`config.mk`:
```
export PLATFORM = sky130hd
export DESIGN_NAME = multicycle_alu_flat
export DESIGN_NICKNAME = d
export VERILOG_FILES = /design/src/rtl/alu_pkg.sv /design/src/rtl/multicycle_alu_if.sv /design/src/rtl/alu_shift_step.sv /design/src/rtl/multicycle_alu.sv /design/src/flat_wrapper.sv
export SDC_FILE = /design/constraint.sdc
export NUM_CORES = 1
export LEC_CHECK = 0
export CAP_MARGIN = 20
export CORE_ASPECT_RATIO = 1.75
export CORE_MARGIN = 2
export CORE_UTILIZATION = 30
export CTS_CLUSTER_DIAMETER = 120
export DETAILED_ROUTE_END_ITERATION = 10
export DONT_BUFFER_PORTS = 1
export GPL_TIMING_DRIVEN = 0
export PLACE_DENSITY = 0.52
export SYNTH_ARGS = -nofsm -noshare
export SYNTH_HDL_FRONTEND = slang
export SYNTH_HIERARCHICAL = 1
export SYNTH_SLANG_ARGS = --single-unit
export TNS_END_PERCENT = 20
```
`constraint.sdc`:
```
create_clock -name clk -period 3.86 [get_ports clk]
set_input_delay 0.193 -clock clk [delete_from_list [all_inputs] [get_ports clk]]
set_output_delay 0.193 -clock clk [all_outputs]
set_load 0.02 [all_outputs]
```
`src/rtl/alu_pkg.sv`:
```
// Shared definitions for the multicycle ALU and whatever controller drives it.
// Holds the operation encoding, the controller state encoding and the width of
// the shift-amount counter.
package alu_pkg;

  localparam int SHAMT_W = 5;

  typedef enum logic [3:0] {
    OP_AND    = 4'b0000,
    OP_OR     = 4'b0001,
    OP_ADD    = 4'b0010,
    OP_SUB    = 4'b0011,
    OP_XOR    = 4'b0100,
    OP_SRL    = 4'b0101,
    OP_SLL    = 4'b0110,
    OP_SRA    = 4'b0111,
    OP_EQ     = 4'b1000,
    OP_PASS_B = 4'b1010,
    OP_SLT    = 4'b1110
  } alu_op_e;

  typedef enum logic [1:0] {
    IDLE  = 2'd0,
    SHIFT = 2'd1,
    DONE  = 2'd2
  } alu_state_e;

  // Shifts run one bit per cycle; every other operation completes on acceptance.
  function automatic logic is_shift(alu_op_e op);
    return (op == OP_SRL) || (op == OP_SLL) || (op == OP_SRA);
  endfunction

endpackage

```
`src/rtl/multicycle_alu_if.sv`:
```
// Request/response bundle between an ALU controller (master) and the
// multicycle ALU (slave).
//   in_valid/in_ready   : request handshake, Operation/SrcA/SrcB travel with it
//   out_valid/out_ready : response handshake, ALUResult/Zero travel with it
interface multicycle_alu_if
  import alu_pkg::*;
#(
  parameter int WIDTH = 32
);
  logic             in_valid;
  logic             in_ready;
  alu_op_e          Operation;
  logic [WIDTH-1:0] SrcA;
  logic [WIDTH-1:0] SrcB;
  logic             out_valid;
  logic             out_ready;
  logic [WIDTH-1:0] ALUResult;
  logic             Zero;

  modport master (
    output in_valid, Operation, SrcA, SrcB, out_ready,
    input  in_ready, out_valid, ALUResult, Zero
  );

  modport slave (
    input  in_valid, Operation, SrcA, SrcB, out_ready,
    output in_ready, out_valid, ALUResult, Zero
  );
endinterface

```
`src/rtl/alu_shift_step.sv`:
```
// One-bit combinational shift step used while the ALU sits in SHIFT.
//   data_i : working register
//   op_i   : OP_SRL (zero fill), OP_SLL (zero fill), OP_SRA (sign fill)
//   data_o : data_i moved by one bit; passes through for any other op
module alu_shift_step
  import alu_pkg::*;
#(
  parameter int WIDTH = 32
) (
  input  logic [WIDTH-1:0] data_i,
  input  alu_op_e          op_i,
  output logic [WIDTH-1:0] data_o
);
  always_comb begin
    case (op_i)
      OP_SRL:  data_o = {1'b0, data_i[WIDTH-1:1]};
      OP_SLL:  data_o = {data_i[WIDTH-2:0], 1'b0};
      OP_SRA:  data_o = {data_i[WIDTH-1], data_i[WIDTH-1:1]};
      default: data_o = data_i;
    endcase
  end
endmodule

```
`src/rtl/multicycle_alu.sv`:
```
// Multicycle ALU. Logic/arithmetic ops finish in one cycle; shifts walk the
// operand one bit per cycle through alu_shift_step.
//   clk   : rising-edge clock
//   reset : synchronous, active-high
//   bus   : multicycle_alu_if slave (request in, result out)
module multicycle_alu
  import alu_pkg::*;
#(
  parameter int WIDTH = 32
) (
  input logic             clk,
  input logic             reset,
  multicycle_alu_if.slave bus
);

  alu_state_e         state_q, state_d;
  alu_op_e            op_q, op_d;
  logic [WIDTH-1:0]   work_q, work_d;
  logic [SHAMT_W-1:0] shamt_q, shamt_d;
  logic [WIDTH-1:0]   result_q, result_d;
  logic               in_ready_q, in_ready_d;
  logic               out_valid_q, out_valid_d;
  logic [WIDTH-1:0]   step_out;

  function automatic logic [WIDTH-1:0] alu_eval(alu_op_e op, logic [WIDTH-1:0] a,
                                                logic [WIDTH-1:0] b);
    case (op)
      OP_AND:    return a & b;
      OP_OR:     return a | b;
      OP_ADD:    return a + b;
      OP_SUB:    return a - b;
      OP_XOR:    return a ^ b;
      OP_EQ:     return WIDTH'(a == b);
      OP_PASS_B: return b;
      OP_SLT:    return WIDTH'($signed(a) < $signed(b));
      default:   return '0;  // undefined codes; shifts never take this path
    endcase
  endfunction

  alu_shift_step #(.WIDTH(WIDTH)) u_shift_step (
    .data_i (work_q),
    .op_i   (op_q),
    .data_o (step_out)
  );

  always_comb begin
    // NOTE: every next-state value starts as a copy of its flop so no path
    // through the case statement can leave one unassigned and infer a latch.
    state_d  = state_q;
    op_d     = op_q;
    work_d   = work_q;
    shamt_d  = shamt_q;
    result_d = result_q;

    case (state_q)
      IDLE: begin
        if (bus.in_valid) begin
          op_d = bus.Operation;
          if (is_shift(bus.Operation)) begin
            work_d  = bus.SrcA;
            shamt_d = bus.SrcB[SHAMT_W-1:0];
            if (bus.SrcB[SHAMT_W-1:0] == '0) begin
              result_d = bus.SrcA;
              state_d  = DONE;
            end else begin
              state_d = SHIFT;
            end
          end else begin
            result_d = alu_eval(bus.Operation, bus.SrcA, bus.SrcB);
            state_d  = DONE;
          end
        end
      end
      SHIFT: begin
        work_d  = step_out;
        shamt_d = shamt_q - SHAMT_W'(1);
        // Last step: capture directly so the result appears with the DONE state.
        if (shamt_q == SHAMT_W'(1)) begin
          result_d = step_out;
          state_d  = DONE;
        end
      end
      DONE: begin
        if (bus.out_ready) state_d = IDLE;
      end
      default: state_d = IDLE;
    endcase

    // Handshake flags are decoded from the next state so they are registered.
    in_ready_d  = (state_d == IDLE);
    out_valid_d = (state_d == DONE);
  end

  always_ff @(posedge clk) begin
    // NOTE: sequential state uses non-blocking assignments so every flop
    // samples pre-edge values regardless of statement order.
    if (reset) begin
      state_q     <= IDLE;
      op_q        <= OP_AND;
      work_q      <= '0;
      shamt_q     <= '0;
      result_q    <= '0;
      in_ready_q  <= 1'b1;
      out_valid_q <= 1'b0;
    end else begin
      state_q     <= state_d;
      op_q        <= op_d;
      work_q      <= work_d;
      shamt_q     <= shamt_d;
      result_q    <= result_d;
      in_ready_q  <= in_ready_d;
      out_valid_q <= out_valid_d;
    end
  end

  assign bus.in_ready  = in_ready_q;
  assign bus.out_valid = out_valid_q;
  assign bus.ALUResult = result_q;
  assign bus.Zero      = (result_q == '0);

endmodule

```
`src/flat_wrapper.sv`:
```
// flat-port wrapper written by rule: the top's interface ports become plain ports
module multicycle_alu_flat import alu_pkg::*;
#(
  parameter int WIDTH = 32
)
  (clk, reset, bus_in_valid, bus_Operation, bus_SrcA, bus_SrcB, bus_out_ready, bus_in_ready, bus_out_valid, bus_ALUResult, bus_Zero);
  multicycle_alu_if #(.WIDTH(WIDTH)) bus_i ();
  input logic clk;
  input logic reset;
  input wire logic [$bits(bus_i.in_valid)-1:0] bus_in_valid;
  input wire logic [$bits(bus_i.Operation)-1:0] bus_Operation;
  input wire logic [$bits(bus_i.SrcA)-1:0] bus_SrcA;
  input wire logic [$bits(bus_i.SrcB)-1:0] bus_SrcB;
  input wire logic [$bits(bus_i.out_ready)-1:0] bus_out_ready;
  output wire logic [$bits(bus_i.in_ready)-1:0] bus_in_ready;
  output wire logic [$bits(bus_i.out_valid)-1:0] bus_out_valid;
  output wire logic [$bits(bus_i.ALUResult)-1:0] bus_ALUResult;
  output wire logic [$bits(bus_i.Zero)-1:0] bus_Zero;
  assign bus_i.in_valid = bus_in_valid;
  assign bus_i.Operation = bus_Operation;
  assign bus_i.SrcA = bus_SrcA;
  assign bus_i.SrcB = bus_SrcB;
  assign bus_i.out_ready = bus_out_ready;
  assign bus_in_ready = bus_i.in_ready;
  assign bus_out_valid = bus_i.out_valid;
  assign bus_ALUResult = bus_i.ALUResult;
  assign bus_Zero = bus_i.Zero;
  multicycle_alu #(.WIDTH(WIDTH)) u_core (.clk(clk), .reset(reset), .bus(bus_i));
endmodule
```
==> results of run 1 <==
==> how the worst min path moves through the flow <==
stage / to / slack (ns)
CTS: u_core/work_q[4]$_SDFFE_PP0P_ / 0.0002
floorplan: u_core/work_q[31]$_SDFFE_PP0P_ / 0.35
global route: u_core/work_q[30]$_SDFFE_PP0P_ / 0.01
finish: u_core/shamt_q[2]$_SDFFE_PP0P_ / 0.001
detailed placement: u_core/work_q[31]$_SDFFE_PP0P_ / 0.36
global placement: u_core/work_q[31]$_SDFFE_PP0P_ / 0.36
==> where the power goes <==
group / leakage, uW / total (uW) / switching [uW] / internal (uW)
Combinational: 0.00331 / 1120 / 744 / 379
Clock: 0.000142 / 902 / 381 / 521
Sequential: 0.000629 / 960 / 108 / 852
==> cells by family (layout without fill, tap and decap cells) <==
kind of cell               after synthesis  count (layout)  synth area share [%]
DFF                                     77              77                  16.2
xor gates and xnor gates                25              25                  2.31
AOI/OAI and AO/OA                      479             479                  34.2
and+or+nand+nor                        450             450                  22.9
buffers and inverters                  201             227                  8.47
adders and majority gates              112             112                  14.9
muxes                                    9               9                 0.949
==> cells in the mapped netlist, types with 16 or more instances <==
| cell | count |
|---|---|
| a21oi_1 | 134 |
| a211oi_1 | 21 |
| a22oi_1 | 23 |
| nand3_1 | 46 |
| o21ai_0 | 100 |
| a221o_1 | 31 |
| dfxtp_1 | 77 |
| nor2_1 | 120 |
| nor3_1 | 25 |
| nand2b_1 | 21 |
| a311oi_1 | 25 |
| clkbuf_1 | 80 |
| inv_1 | 97 |
| nand2_1 | 122 |
| a221oi_1 | 16 |
| nor4_1 | 24 |
| ha_1 | 110 |
| xnor2_1 | 22 |
| and2_1 | 34 |
==> per-stage QoR <==
| stage | utilization (%) | instances |
|---|---|---|
| floorplan | - | 1353 |
| global placement | 31.9 | 1749 |
| detailed placement | 31.9 | 1749 |
| CTS | 33.2 | 1775 |
| global route | 33.2 | 1775 |
| finish | 33.2 | 1775 |
==> sequential cells by signal, summed over array words and instances (netlist names) <==
| signal | cells |
|---|---|
| u_core/state_q | 2 |
| u_core/bus.ALUResult | 32 |
| u_core/work_q | 32 |
| u_core/bus.in_ready | 1 |
| u_core/shamt_q | 5 |
| u_core/bus.out_valid | 1 |
| u_core/op_q | 4 |
==> metal layers <==
| layer | routed length, um | vias to the layer above | GRT usage, % |
|---|---|---|---|
| met2 | 23000 | 579 | 48.4 |
| met5 | 0 | - | 0 |
| met3 | 3250 | 203 | 4.16 |
| li1 | - | 4996 | - |
| met4 | 4330 | 0 | 22.7 |
| met1 | 15900 | 5228 | 26.8 |
==> area by class of cell <==
| class | instances | share of cell area (%) |
|---|---|---|
| Clock inverter | 5 | 0.566 |
| Inverter | 98 | 3.54 |
| Timing Repair Buffer | 10 | 0.963 |
| Multi-Input combinational cell | 1075 | 68.8 |
| Clock buffer | 11 | 2.33 |
| Sequential cell | 77 | 14.8 |
| Tap cell | 396 | 4.76 |
| Buffer | 103 | 4.20 |
==> what timing repair did <==
| item | 4_1_cts | 5_1_grt |
|---|---|---|
| pin swaps | 0 | 0 |
| gates resized for setup | 1 | 1 |
| endpoints found under the setup margin | 1 | 2 |
| hold buffers | 10 | 0 |
| endpoints found under the hold margin | 10 | 0 |
==> critical path, stage by stage <==
cell and delay (ns):
clkbuf_1 0.33, nand2b_1 0.16, clkbuf_1 0.46, nor2_2 0.28, o21ai_0 0.22, nand2_1 0.13, a21oi_1 0.53, clkbuf_1 0.51
buf_1 0.65, o2111ai_1 0.20, a21oi_1 0.33, nor3_1 0.10
==> out/qor.yml, run 1 <==
post-route-drc-count: 0
viasPerCell: 6.20
power-per-cell-area_nw_per_um2: 287
setup.reg_to_reg.worst_slack_ns: 0.11
synth_edf_count: 0
first_pass_grt_wire_length_um: 67100
cts_buffer_depth: 2
timing.critical_path.required_ns: 4.07
worstReg2RegEnd: "u_core/bus.ALUResult[13]$_SDFFE_PP0P_"
clk_transition_reported_paths_ns: 0.07
failed_checks: "negative setup slack"
cp-start-kind: "input pin"
syn-cell-area_um2: 9490
max_clock_freq_mhz: 256
worstPathMaxFanout: 10
final-max-slew-violation-count: 0
fp.dieH_um: 239
setup_ws_ns: -0.0524
report.power.total_uw: 2990
critPathLaunch: "bus_Operation[3]"
fp.dieW_um: 138
finalWorstPathRequiredPeriod_ns: 3.91
firstDrtPassIters: 6
min_path_cells: 2
synth_top_cell_area_share_pct: 16.2
final_antenna_violating_net_count: 0
drv_cap: 0
grt_setup_unrepaired: "no"
numPortBuffers: 0
dpl_cell_area_um2: 9990
post_route_cells_drive_above_1_share_pct: 3.34
die-area_um2: 33100
holdCritStartpoint: "bus_SrcB[2]"
synth_async_sr_flop_share_pct: 0
wl_per_cell_um: 26.2
postSynthRegisterBits: 77
multiInputGateArea_um2: 7160
synth_area_per_cell_um2: 7.02
timing.slew.headroom_pct: 28.7
timing.hold.worst.class: "input pin to flop"
worst-r2r-cell-count: 9
cts_root_buf: "clkbuf_16"
synth.net_count: 1537
worst-slew-pin-transition_ns: 1.04
top_library_cells_by_usage_in_the_layout_fill_and_taps_aside: "134 x a21oi_1, 122 x nand2_1, 119 x nor2_1"
fin_setup_tns_ns: -0.0524
number_of_antenna_violations_at_the_first_check_in_global_routing: 0
place_congestion: 0.964
worstSetupPathType: "input pin to flop"
synthTopCellsByArea: "dfxtp_1 16%, ha_1 14%, a21oi_1 7.1%"
run_status: "finished, violations left"
place.detailed.hpwl_um: 37400
setup_viol: 1
layout.filler_cells: 3419
rows: 86
worstPathArrival_ns: 4.12
final.setup_skew_ns: 0.00917
number_of_global_route_vias_before_repair: 10800
grt_start_max_net_pins: 14
p_leak_uw: 0.00408
clock_tree.htree_level_count: 3
final_nets: 1558
floorplan.core_area_um2: 31300
numCtsBuffers: 9
critical_path.reg2reg.startpoint: "u_core/shamt_q[0]$_SDFFE_PP0P_"
most_common_cell_after_layout_fill_and_taps_aside: "a21oi_1"
synth.yosys.warnings: 6
pre_cts_setup_slack_ns: -0.379
synth.yosys.seq_area_share_pct: 16.2
tritoncts: "done"
cts.sink_count: 77
period_share_pct: 101
area.sequential_um2: 1540
postCtsSetupBuffers: 0
vdd_ir_drop_max_v: 0.000214
detailroute.via_count: 11000
end_kind: "flop"
syn2layout_area_growth_pct: 9.53
mapped_cells: 1353
synth_top_area_cell: "dfxtp_1"
totalWireLength_um: 46500
endpoint: "u_core/bus.ALUResult[13]$_SDFFE_PP0P_"
floorplan.initialDensity_pct: 30.3
detail_route.iter0.violations: 1095
antenna_cells: 0
postLayoutCellArea_um2: 10400
grt.total_usage_pct: 26.8
fin_hold_ws_ns: 0.00102
ioPinCount: 107
synth_flop_cell: "dfxtp_1"
synth.distinct_cells: 75
worst_skew_pair.late_latency_ns: 0.36
report.final.hold_viol_count: 0
grt.overflow.total: 0
Note: power is estimated with default switching activity, not from simulation.
==> run 2: changes to the inputs <==
Settings changed: CELL_PAD_IN_SITES_DETAIL_PLACEMENT from default to 2, CELL_PAD_IN_SITES_GLOBAL_PLACEMENT from default to 2, PLACE_DENSITY 0.52 to default, PLACE_DENSITY_LB_ADDON from default to 0.1.
==> out/qor.yml, run 2 (synthesis gave the netlist of run 1 again) <==
grt.overflow.total: 0  # unchanged
fp.dieH_um: 239  # unchanged
vdd_ir_drop_max_v: 0.000261  # +22%
first_pass_grt_wire_length_um: 76900  # +15%
end_kind: "flop"
grt_start_max_net_pins: 12  # -2
worst-slew-pin-transition_ns: 1.06  # +0.0152 ns
final.setup_skew_ns: 0.00644  # -0.00273 ns
cts.sink_count: 77  # unchanged
setup_viol: 0  # -1
wl_per_cell_um: 29.7  # +13%
cts_buffer_depth: 2  # unchanged
final-max-slew-violation-count: 0  # unchanged
critical_path.reg2reg.startpoint: "u_core/shamt_q[0]$_SDFFE_PP0P_"
pre_cts_setup_slack_ns: -0.585  # -0.205 ns
fp.dieW_um: 138  # unchanged
setup.reg_to_reg.worst_slack_ns: 0.53  # +0.42 ns
final_core_utilization_pct: 33.2  # unchanged
number_of_antenna_violations_at_the_first_check_in_global_routing: 0  # unchanged
place.detailed.hpwl_um: 42900  # +15%
timing.critical_path.required_ns: 4.11  # +0.04 ns
die-area_um2: 33100  # unchanged
postCtsSetupBuffers: 0  # unchanged
drv_cap: 0  # unchanged
layout.filler_cells: 3825  # +12%
floorplan.core_area_um2: 31300  # unchanged
cts_root_buf: "clkbuf_16"
worst_skew_pair.late_latency_ns: 0.36  # about the same
worstPathMaxFanout: 4  # -6
most_common_cell_after_layout_fill_and_taps_aside: "a21oi_1"
syn2layout_area_growth_pct: 9.53  # unchanged
grt_setup_unrepaired: "no"
endpoint: "u_core/bus.ALUResult[31]$_SDFFE_PP0P_"
worst-r2r-cell-count: 9  # unchanged
numCtsBuffers: 9  # unchanged
numPortBuffers: 0  # unchanged
p_leak_uw: 0.00410  # +0.28%
tritoncts: "done"
worstPathArrival_ns: 3.94  # -0.18 ns
antenna_cells: 0  # unchanged
top_library_cells_by_usage_in_the_layout_fill_and_taps_aside: "133 x a21oi_1, 122 x nand2_1, 119 x nor2_1"
post_route_cells_drive_above_1_share_pct: 3.40  # +0.068 points
clk_transition_reported_paths_ns: 0.06  # about the same
firstDrtPassIters: 4  # -2
worstSetupPathType: "input pin to flop"
finalWorstPathRequiredPeriod_ns: 3.69  # -0.223 ns
viasPerCell: 6.17  # -0.57%
floorplan.initialDensity_pct: 30.3  # unchanged
worstReg2RegEnd: "u_core/bus.ALUResult[13]$_SDFFE_PP0P_"
max_clock_freq_mhz: 271  # +6.0%
report.final.hold_viol_count: 0  # unchanged
detailroute.via_count: 11000  # -0.45%
post-route-drc-count: 0  # unchanged
place_congestion: 0.898  # -6.9%
min_path_cells: 2  # unchanged
power-per-cell-area_nw_per_um2: 289  # +0.62%
grt.total_usage_pct: 31.1  # +4.3 points
clock_tree.htree_level_count: 3  # unchanged
number_of_global_route_vias_before_repair: 11600  # +6.7%
run_status: "finished, final reports clean"
cp-start-kind: "input pin"
fin_setup_tns_ns: 0  # +0.0524 ns
final_nets: 1560  # +0.13%
final_antenna_violating_net_count: 0  # unchanged
ioPinCount: 107  # unchanged
period_share_pct: 95.6  # -5.8 points
totalWireLength_um: 52700  # +13%
rows: 86  # unchanged
critPathLaunch: "bus_SrcA[1]"
setup_ws_ns: 0.170  # +0.223 ns
detail_route.iter0.violations: 530  # -52%
timing.hold.worst.class: "input pin to flop"
timing.slew.headroom_pct: 28.8  # +0.14 points
-- run 2: where the power goes --
group          internal (uW)  switching, uW
Sequential               852            108
Clock                    508            365
Combinational            383            789
-- run 2: area by class of cell --
class                      instances  area, um2  area share [%]
multi-input combinational       1075       7150            68.8
sequential                        77       1540            14.8
tap                              396        495            4.76
buffer                           103        439            4.22
inverter                          98        368            3.54
clock buffer                      16        292            2.80
timing repair buffer              12        109            1.05
-- run 2: worst min path at each step --
stage / from / endpoint / slack, ns
6_report: bus_SrcA[10] / u_core/work_q[10]$_SDFFE_PP0P_ / 0.01
5_1_grt: bus_SrcA[29] / u_core/work_q[29]$_SDFFE_PP0P_ / 0.01
4_1_cts: bus_SrcA[29] / u_core/work_q[29]$_SDFFE_PP0P_ / 0.0004
3_5_place_dp: bus_SrcA[22] / u_core/work_q[22]$_SDFFE_PP0P_ / 0.37
3_3_place_gp: bus_SrcA[15] / u_core/work_q[15]$_SDFFE_PP0P_ / 0.36
2_1_floorplan: bus_SrcA[31] / u_core/work_q[31]$_SDFFE_PP0P_ / 0.35
-- run 2: through the flow --
| step | std cells | total power [uW] | cell area [um2] | hold WS (ns) |
|---|---|---|---|---|
| floorplan | 1353 | 1700 | 9490 | 0.352 |
| global placement | 1749 | 2090 | 9990 | 0.357 |
| detailed placement | 1751 | 2120 | 10000 | 0.366 |
| CTS | 1777 | 3000 | 10400 | 0.000434 |
| global route | 1777 | 3150 | 10400 | 0.0147 |
| finish | 1777 | 3000 | 10400 | 0.0101 |
-- run 2: layer usage --
layer	vias to the layer above	share of wire [%]	GRT usage, %
met1	5607	40	35.4
met5	-	0	0
li1	4985	-	-
met4	0	3.8	12.3
met3	87	3.7	3.64
met2	277	52	58.5
-- run 2: timing repair --
item,CTS,global route
endpoints found under the hold margin,10,0
endpoints found under the setup margin,5,9
resized for setup,2,2
hold buffers,10,0
-- run 2: critical path, cell delays in order --
cell and delay (ns):
inv_1 0.18, ha_1 0.32, nor2_1 0.18, o311ai_0 0.27, a211oi_1 0.53, a211oi_1 0.22
buf_2 0.22, o31ai_1 0.65, a21oi_1 0.33, o221ai_1 0.29, xnor2_1 0.15, nand2_1 0.08
a311oi_1 0.31
==> run 3: changes to the inputs <==
Settings changed: REMOVE_ABC_BUFFERS from default to 1, SETUP_SLACK_MARGIN from default to 0.05, TNS_END_PERCENT 20 to default.
==> out/qor.yml, run 3 (synthesis gave the netlist of run 1 again) <==
postCtsSetupBuffers: 0  # unchanged
cp-start-kind: "input pin"
fp.dieH_um: 239  # unchanged
detail_route.iter0.violations: 432  # -18%
grt.total_usage_pct: 28.4  # -2.6 points
wl_per_cell_um: 27.7  # -6.6%
tritoncts: "done"
run_status: "finished, final reports clean"
antenna_cells: 0  # unchanged
totalWireLength_um: 47500  # -9.9%
cts_buffer_depth: 2  # unchanged
viasPerCell: 6.11  # -0.93%
syn2layout_area_growth_pct: 12.2
clock_tree.htree_level_count: 3  # unchanged
drv_cap: 0  # unchanged
max_clock_freq_mhz: 284  # +4.8%
power-per-cell-area_nw_per_um2: 285  # -1.3%
top_library_cells_by_usage_in_the_layout_fill_and_taps_aside: "133 x a21oi_1, 122 x nand2_1, 119 x nor2_1"
report.final.hold_viol_count: 0  # unchanged
dpl_cell_area_um2: 10000  # +0.44%
timing.hold.worst.class: "input pin to flop"
timing.critical_path.buf_inv: 1  # -1
setup_viol: 0  # unchanged
report.power.total_uw: 3040  # +1.2%
timing.critical_path.required_ns: 4.14  # +0.03 ns
critical-path-top-delay-family: "compound AO/OA/AOI/OAI gates"
period_share_pct: 91.2  # -4.4 points
end_kind: "flop"
firstDrtPassIters: 5  # +1
worstSetupPathType: "input pin to flop"
numCtsBuffers: 9  # unchanged
clk_transition_reported_paths_ns: 0.07  # about the same
setup_ws_ns: 0.341  # +0.171 ns
grt.overflow.total: 0  # unchanged
place_congestion: 0.849  # -5.4%
numPortBuffers: 0  # unchanged
fin_setup_tns_ns: 0  # unchanged
finalWorstPathRequiredPeriod_ns: 3.52  # -0.171 ns
die-area_um2: 33100  # unchanged
place.detailed.hpwl_um: 36000  # -16%
worstPathArrival_ns: 3.80  # -0.14 ns
floorplan.initialDensity_pct: 30.3  # unchanged
detailroute.via_count: 10500  # -4.4%
timing.slew.headroom_pct: 31.6  # +2.7 points
post-route-drc-count: 0  # unchanged
final.setup_skew_ns: 0.00719  # +0.000757 ns
vdd_ir_drop_max_v: 0.000241  # -7.7%
cts.sink_count: 77  # unchanged
fp.dieW_um: 138  # unchanged
final_nets: 1497  # -4.0%
final_core_utilization_pct: 34.0  # +0.82 points
floorplan.core_area_um2: 31300  # unchanged
postLayoutCellArea_um2: 10700  # +2.5%
worstPathMaxFanout: 5  # +1
final_antenna_violating_net_count: 0  # unchanged
most_common_cell_after_layout_fill_and_taps_aside: "a21oi_1"
worst_skew_pair.late_latency_ns: 0.38  # +0.02 ns
rows: 86  # unchanged
cts_root_buf: "clkbuf_16"
worst-slew-pin-transition_ns: 1.02  # -0.0407 ns
number_of_antenna_violations_at_the_first_check_in_global_routing: 0  # unchanged
grt_start_max_net_pins: 68  # +56
final-max-slew-violation-count: 0  # unchanged
p_leak_uw: 0.00420  # +2.7%
grt_setup_unrepaired: "no"
critical_path.max_stage_delay_ns: 0.81  # +0.16 ns
library_cell_contributing_the_largest_single_delay_on_the_critical_path: "o31ai_1"
number_of_global_route_vias_before_repair: 11800  # +1.8%
worstPathCellList: "inv_1 > ha_1 > nor2_1 > o311ai_0 > a211oi_1 > a211oi_2 > o31ai_1 > a21oi_1 > o221ai_1 > xnor2_1 > nand2_1 > a311oi_1"
ioPinCount: 107  # unchanged
first_pass_grt_wire_length_um: 72400  # -5.9%
pre_cts_setup_slack_ns: -0.158  # +0.427 ns
post_route_cells_drive_above_1_share_pct: 5.08  # +1.7 points
-- run 3: cell types whose count changed in the layout (fill, tap and decap cells not counted), sizes merged --
cell | before | now
buf | 24 | 27
bufinv | 0 | 1
clkbuf | 97 | 9
clkinv | 0 | 1
clkinvlp | 0 | 5
dlygate4sd3 | 10 | 25
-- run 3: timing repair --
action / in CTS / in global routing
hold buffers: 26 / 0
setup endpoints to repair: 0 / 1
hold endpoints to repair: 68 / 0
gates resized for setup: 0 / 1
-- run 3: routing by layer --
metal	part of all wire [%]	vias up	track usage [%]	wire length [um]
met1	37	5349	28.3	17400
met5	0	-	0	0
met3	3.4	58	4.32	1610
met2	57	196	58.2	27000
met4	3.2	0	10.8	1510
li1	-	4866	-	-
-- run 3: path summary, 6_finish.rpt --
path	from	to	slack, ns	cells past startpoint
setup / recovery	bus_SrcA[1]	u_core/bus.ALUResult[31]$_SDFFE_PP0P_	0.34	12
hold / removal	bus_SrcB[19]	u_core/bus.ALUResult[19]$_SDFFE_PP0P_	0.05	2
setup reg to reg	u_core/op_q[2]$_SDFFE_PP0P_	u_core/bus.ALUResult[30]$_SDFFE_PP0P_	0.73	11
hold reg to reg	u_core/shamt_q[4]$_SDFFE_PP0P_	u_core/shamt_q[4]$_SDFFE_PP0P_	0.52	1
-- run 3: area by class of cell --
class                      count  area, um2
fill                        3688      20700
inverter                      98        368
sequential                    77       1540
clock buffer                   9        225
multi-input combinational   1075       7220
tap                          396        495
timing repair buffer          52        724
clock inverter                 7       76.3
-- run 3: power breakdown --
group / total [uW] / internal, uW / switching [uW]
registers: 965 / 851 / 113
clock network: 936 / 502 / 434
logic: 1140 / 421 / 717
total: 3040 / 1770 / 1260
-- run 3: metrics by stage --
step	hold slack [ns]	cells
after floorplan	0.258	1250
after global placement	0.278	1646
after detailed placement	0.281	1671
after CTS	0.0234	1713
after global routing	0.0296	1714
final	0.0464	1714
